<file path="src/rtl/jtkicker_psgctl_pkg.sv">
// -----------------------------------------------------------------------------
// jtkicker_psgctl_pkg
// Shared definitions for the Kicker PSG write scheduler:
//   state_t  - scheduler FSM encoding (IDLE=0, SETUP=1, STROBE=2, WAIT=3)
//   entry_t  - one queued CPU write {sel, data}, ENTRY_W bits wide
// -----------------------------------------------------------------------------
package jtkicker_psgctl_pkg;

    typedef enum logic [1:0] {
        ST_IDLE   = 2'd0,
        ST_SETUP  = 2'd1,
        ST_STROBE = 2'd2,
        ST_WAIT   = 2'd3
    } state_t;

    localparam int ENTRY_W = 9;

    // sel: 0 = TI1, 1 = TI2
    typedef struct packed {
        logic       sel;
        logic [7:0] data;
    } entry_t;

endpackage

</file>
<file path="src/rtl/jtkicker_psgctl_fifo.sv">
// -----------------------------------------------------------------------------
// jtkicker_psgctl_fifo
// Small synchronous FIFO holding queued PSG writes.
// Ports:
//   clk, rstn     - system clock, asynchronous active-low reset
//   push, wdata   - write one entry (honoured when not full, or full with pop)
//   pop, rdata    - rdata shows the head entry; pop discards it
//   full, empty   - occupancy flags
//   count         - occupancy, 0 .. 2**AW
// -----------------------------------------------------------------------------
module jtkicker_psgctl_fifo
    import jtkicker_psgctl_pkg::*;
#(
    parameter int AW = 2
) (
    input  logic          clk,
    input  logic          rstn,
    input  logic          push,
    input  entry_t        wdata,
    input  logic          pop,
    output entry_t        rdata,
    output logic          full,
    output logic          empty,
    output logic [AW:0]   count
);

    localparam int DEPTH = 1 << AW;

    entry_t        mem [DEPTH];
    logic [AW-1:0] wr_ptr;
    logic [AW-1:0] rd_ptr;
    logic          do_push;
    logic          do_pop;

    // count tops out at exactly 2**AW, so its MSB alone means full
    assign full    = count[AW];
    assign empty   = (count == '0);
    assign do_pop  = pop & ~empty;
    assign do_push = push & (~full | do_pop);
    assign rdata   = mem[rd_ptr];

    // Storage carries no reset; the pointers and count define what is valid
    always_ff @(posedge clk) begin
        if (do_push) begin
            mem[wr_ptr] <= wdata;
        end
    end

    // Pointers wrap naturally at AW bits
    always_ff @(posedge clk or negedge rstn) begin
        if (!rstn) begin
            wr_ptr <= '0;
            rd_ptr <= '0;
            count  <= '0;
        end else begin
            if (do_push) begin
                wr_ptr <= wr_ptr + 1'b1;
            end
            if (do_pop) begin
                rd_ptr <= rd_ptr + 1'b1;
            end
            case ({do_push, do_pop})
                2'b10:   count <= count + 1'b1;
                2'b01:   count <= count - 1'b1;
                default: count <= count;
            endcase
        end
    end

endmodule

</file>
<file path="src/rtl/jtkicker_psgctl.sv">
// -----------------------------------------------------------------------------
// jtkicker_psgctl
// Write scheduler between the 6809 bus and the two jt89 PSGs (TI1, TI2).
// CPU writes are queued and replayed to the addressed chip with a cs_n/wr_n
// strobe one target-cen period long, then the chip's ready is awaited.
// Ports:
//   clk, rstn             - 24 MHz clock, asynchronous active-low reset
//   cpu_cen, wr, sel, din - CPU write request (sel 0 = TI1, 1 = TI2)
//   full, busy            - queue full / scheduler has work pending
//   ovf, tout, clr_err    - sticky dropped-push / ready-timeout flags and clear
//   ti1_cen, ti2_cen      - PSG clock enables
//   psg_din               - shared PSG data bus
//   ti1_csn, ti2_csn      - per-chip chip selects (active low)
//   psg_wrn               - shared write strobe (active low)
//   ti1_rdy, ti2_rdy      - PSG ready handshakes
// -----------------------------------------------------------------------------
module jtkicker_psgctl
    import jtkicker_psgctl_pkg::*;
#(
    parameter int AW     = 2,
    parameter int TOUT_W = 6
) (
    input  logic       clk,
    input  logic       rstn,
    input  logic       cpu_cen,
    input  logic       wr,
    input  logic       sel,
    input  logic [7:0] din,
    output logic       full,
    output logic       busy,
    output logic       ovf,
    output logic       tout,
    input  logic       clr_err,
    input  logic       ti1_cen,
    input  logic       ti2_cen,
    output logic [7:0] psg_din,
    output logic       ti1_csn,
    output logic       ti2_csn,
    output logic       psg_wrn,
    input  logic       ti1_rdy,
    input  logic       ti2_rdy
);

    // Timeout fires on the tick that would bring the count to 2**TOUT_W-1
    localparam logic [TOUT_W-1:0] TOUT_PRE = {TOUT_W{1'b1}} - 1'b1;

    state_t            state;
    state_t            state_nx;
    entry_t            cur;
    entry_t            fifo_q;
    entry_t            fifo_d;
    logic              fifo_full;
    logic              fifo_empty;
    logic [AW:0]       fifo_count;
    logic [TOUT_W-1:0] tcnt;
    logic              cen_t;
    logic              rdy_t;
    logic              push_req;
    logic              push_ok;
    logic              pop;
    logic              wait_tick;
    logic              tout_hit;
    logic              strobe_nx;

    assign fifo_d   = '{sel: sel, data: din};
    assign push_req = wr & cpu_cen;
    assign pop      = (state == ST_IDLE) & ~fifo_empty;
    assign push_ok  = push_req & (~fifo_full | pop);

    // cur.sel is stale while IDLE, but cen_t/rdy_t are only consulted after a pop
    assign cen_t     = cur.sel ? ti2_cen : ti1_cen;
    assign rdy_t     = cur.sel ? ti2_rdy : ti1_rdy;
    assign wait_tick = ((state == ST_SETUP) || (state == ST_WAIT)) & cen_t & ~rdy_t;
    assign tout_hit  = wait_tick & (tcnt == TOUT_PRE);

    assign full    = fifo_full;
    assign busy    = (fifo_count != '0) || (state != ST_IDLE);
    assign psg_din = cur.data;

    jtkicker_psgctl_fifo #(
        .AW (AW)
    ) u_fifo (
        .clk   (clk),
        .rstn  (rstn),
        .push  (push_ok),
        .wdata (fifo_d),
        .pop   (pop),
        .rdata (fifo_q),
        .full  (fifo_full),
        .empty (fifo_empty),
        .count (fifo_count)
    );

    always_ff @(posedge clk or negedge rstn) begin
        if (!rstn) begin
            state <= ST_IDLE;
        end else begin
            state <= state_nx;
        end
    end

    always_comb begin
        state_nx = state;
        case (state)
            ST_IDLE: begin
                if (!fifo_empty) begin
                    state_nx = ST_SETUP;
                end
            end
            ST_SETUP: begin
                if (cen_t && rdy_t) begin
                    state_nx = ST_STROBE;
                end else if (tout_hit) begin
                    state_nx = ST_IDLE;
                end
            end
            ST_STROBE: begin
                if (cen_t) begin
                    state_nx = ST_WAIT;
                end
            end
            ST_WAIT: begin
                if ((cen_t && rdy_t) || tout_hit) begin
                    state_nx = ST_IDLE;
                end
            end
            default: state_nx = ST_IDLE;
        endcase
    end

    // Strobes are registered from the next state so they open and close
    // exactly on the target cen edge; only the latched chip's csn can drop
    assign strobe_nx = (state_nx == ST_STROBE);

    always_ff @(posedge clk or negedge rstn) begin
        if (!rstn) begin
            cur     <= '0;
            ti1_csn <= 1'b1;
            ti2_csn <= 1'b1;
            psg_wrn <= 1'b1;
        end else begin
            if (pop) begin
                cur <= fifo_q;
            end
            ti1_csn <= ~(strobe_nx & ~cur.sel);
            ti2_csn <= ~(strobe_nx &  cur.sel);
            psg_wrn <= ~strobe_nx;
        end
    end

    // Not-ready ticks accumulate within one state; any state change restarts
    always_ff @(posedge clk or negedge rstn) begin
        if (!rstn) begin
            tcnt <= '0;
        end else if (state_nx != state) begin
            tcnt <= '0;
        end else if (wait_tick) begin
            tcnt <= tcnt + 1'b1;
        end
    end

    // A new error in the same cycle as clr_err keeps the flag set
    always_ff @(posedge clk or negedge rstn) begin
        if (!rstn) begin
            ovf  <= 1'b0;
            tout <= 1'b0;
        end else begin
            if (push_req && !push_ok) begin
                ovf <= 1'b1;
            end else if (clr_err) begin
                ovf <= 1'b0;
            end
            if (tout_hit) begin
                tout <= 1'b1;
            end else if (clr_err) begin
                tout <= 1'b0;
            end
        end
    end

endmodule

</file>
<file path="config.mk">
export PLATFORM = sky130hd
export DESIGN_NAME = jtkicker_psgctl
export DESIGN_NICKNAME = d
export VERILOG_FILES = /design/src/rtl/jtkicker_psgctl_pkg.sv /design/src/rtl/jtkicker_psgctl_fifo.sv /design/src/rtl/jtkicker_psgctl.sv
export SDC_FILE = /design/constraint.sdc
export NUM_CORES = 1
export LEC_CHECK = 0
export ABC_AREA = 1
export CAP_MARGIN = 20
export CORE_UTILIZATION = 55
export DETAILED_ROUTE_END_ITERATION = 10
export GPL_TIMING_DRIVEN = 0
export PLACE_DENSITY_LB_ADDON = 0.1
export SYNTH_ARGS = -nofsm -noshare
export SYNTH_HDL_FRONTEND = slang
export SYNTH_SLANG_ARGS = --single-unit
</file>
<file path="constraint.sdc">
create_clock -name clk -period 2.6 [get_ports clk]
set_clock_uncertainty 0.05 [all_clocks]
set_input_delay 0.26 -clock clk [delete_from_list [all_inputs] [get_ports clk]]
set_output_delay 0.26 -clock clk [all_outputs]
set_load 0.02 [all_outputs]
</file>
==> results.cfg <==
[critical_path]
worst-r2r-setup-slack_ns = 0.25
cp_max_fo = 10
worst_r2r_path_depth = 10
cp_data_required_time_ns = 2.75
critPathCaptureType = register
timing.rr.end = u_fifo.count[2]$_DFFE_PN0P_
reg2reg_from = state[0]$_DFF_PN0_
cp_data_arrival_time_ns = 2.50
critPathKind = reg -> reg
crit_path_start_kind = register

[floorplanning]
dieHeight_um = 74.8
num_rows = 26
ios = 33
die_width_um = 74.8
core_area_um2 = 5110
start_util_pct = 57.1
dieArea_um2 = 5600

[grt]
grt_pass1_vias = 1889
grt-ovfl-total = 0
grt_pass1_wl_um = 8570
antenna_found_initial = 0
grt_start_max_net_pins = 17
grt_use_total_pct = 21.8

[placement]
numPortBuffers = 32
place_area_um2 = 3350
hpwl_um = 3540
gp_congestion = 0.792
place_inst = 377
post-place-ws_ns = 0.224

[route]
wire_per_inst_um = 13.3
antenna_left = 0
drt_iter0_drc = 114
drt_wl_total_um = 5240
vias = 1922
drtPass1Iterations = 5
via_per_inst = 4.89
drc = 0

[sta]
maxSlewViolCount = 0
tns_ns = 0
finalCritPeriodShare_pct = 90.2
finalCriticalPeriod_ns = 2.35
worst_slack_ns = 0.254
grt_setup_unrepaired = false
worst_pin_slew_ns = 0.950
setup-violations-final = 0
hold_viol = 0
hold_slack_ns = 0.344
max_slew_margin_pct = 36.4
max_freq_mhz = 426

[clock_tree]
clockBufferDepth = 2
cts_setup_buffers = 0
path_clk_slew_ns = 0.07
numCtsBuffers = 9
cts_tree = built
cts_resized = 0
ctsHoldBuffers = 0
ctsHtreeMaxLevel = 3
insertion_delay_ns = 0.33
numClockSinks = 65
cts-root-buf = clkbuf_8

[synthesis]
synth_largest_area_cell = edfxtp_1
synth_edf_count = 36
netlist_instances = 274
ys_seq_area_share_pct = 62.1
synth_flop_cell = edfxtp_1
async_flop_share_pct = 44.6
synth_cell_types = 31
yosys-top-cells-count = nor2_1, edfxtp_1, inv_1
syn_area_per_cell_um2 = 10.6
synthTopCellsByArea = edfxtp_1, dfrtp_1, nor2_1
synth_area_um2 = 2920
yosysMostFrequentCell = nor2_1
syn_nets = 300
ys_warn_count = 0
yosys_register_bits = 65
synth_top_area_share_pct = 37.1

[layout]
fill_cells = 404
final_area_um2 = 3520
drive_gt1_share_pct = 14.9
fin_cells = 393
fin_nets = 344
syn_to_final_growth_pct = 20.6
final_util_pct = 68.9
diodes = 0

[power_and_ir_drop]
finalPower_mw = 3.69
vdd_drop_max_v = 0.000664
p_per_area_nw_per_um2 = 1050
leakagePower_nw = 1.41

[min_path]
worstHoldPathType = in -> async

[outcome]
outcome = complete, no violations

[job]
maxCapViolCount = 0
-- cell type report --
class,instances,area [um2],share of cell area (%)
Timing Repair Buffer,33,348,9.89
Tap cell,70,87.6,2.49
Multi-Input combinational cell,161,893,25.4
Inverter,34,128,3.63
Clock buffer,9,124,3.52
Sequential cell,65,1810,51.5
Clock inverter,7,36.3,1.03
Buffer,14,90.1,2.56
-- cell usage in the layout (no fill, tap or decap), types with 7 or more instances in the layout --
cell type	Yosys	routed
edfxtp_1	36	36
nand2_1	23	23
clkbuf_8	0	9
ha_1	7	7
nor2_1	59	59
clkdlybuf4s50_1	0	32
nand3_1	9	9
inv_1	29	29
buf_4	9	9
dfrtp_1	26	26
o21ai_0	23	23
a31oi_1	8	8
-- kinds of logic (layout without fill, tap and decap cells) --
logic type               after synthesis  in the layout  share of synthesized area, %
AO/OA/AOI/OAI                         39             39                          7.89
buffers and inverters                 48             97                          7.46
XOR/XNOR                               7              7                          2.10
AND/OR/NAND/NOR                      107            107                          16.8
flip-flops                            65             65                          62.1
adder cells (fa/ha/maj)                8              8                          3.69
-- how the worst max path moves through the flow --
stage | depth (start not counted) | slack [ns] | to | startpoint
final | 10 | 0.25 | u_fifo.count[2]$_DFFE_PN0P_ | state[0]$_DFF_PN0_
after global routing | 10 | 0.05 | u_fifo.count[2]$_DFFE_PN0P_ | state[0]$_DFF_PN0_
after CTS | 10 | 0.21 | u_fifo.count[2]$_DFFE_PN0P_ | state[0]$_DFF_PN0_
after detailed placement | 10 | 0.22 | u_fifo.count[2]$_DFFE_PN0P_ | state[0]$_DFF_PN0_
after global placement | 10 | 0.23 | u_fifo.count[2]$_DFFE_PN0P_ | state[0]$_DFF_PN0_
after floorplan | 11 | 0.51 | u_fifo.count[2]$_DFFE_PN0P_ | u_fifo.count[2]$_DFFE_PN0P_
-- where the power goes --
| part | internal, mW | switching, mW |
|---|---|---|
| Combinational | 0.621 | 0.901 |
| Sequential | 1.32 | 0.135 |
| Clock | 0.334 | 0.370 |
| Total | 2.28 | 1.41 |
-- state kept, by name (all words and copies together), names as in the netlist, 2 cells and up --
| register | cells |
|---|---|
| u_fifo.count | 3 |
| psg_din | 8 |
| u_fifo.rd_ptr | 2 |
| tcnt | 6 |
| u_fifo.wr_ptr | 2 |
| state | 2 |
| u_fifo.mem | 36 |
-- per-layer routing --
metal  vias up  part of all wire, %  global-route usage, %
li1        984                    -                      -
met1       902                   46                   28.8
met2        31                   48                   32.7
met3         5                  4.2                   6.16
met4         0                  1.2                   11.7
met5         -                    0                      0
-- critical path: stages, from the launching register on --
cell	delay, ns
dfrtp_1	0.49
nor2_4	0.17
nand2_1	0.15
inv_2	0.08
buf_2	0.25
ha_1	0.19
inv_1	0.06
fa_1	0.37
a21oi_1	0.14
o21ai_0	0.10
xor2_1	0.16
Power figures use the tool's default switching activity.
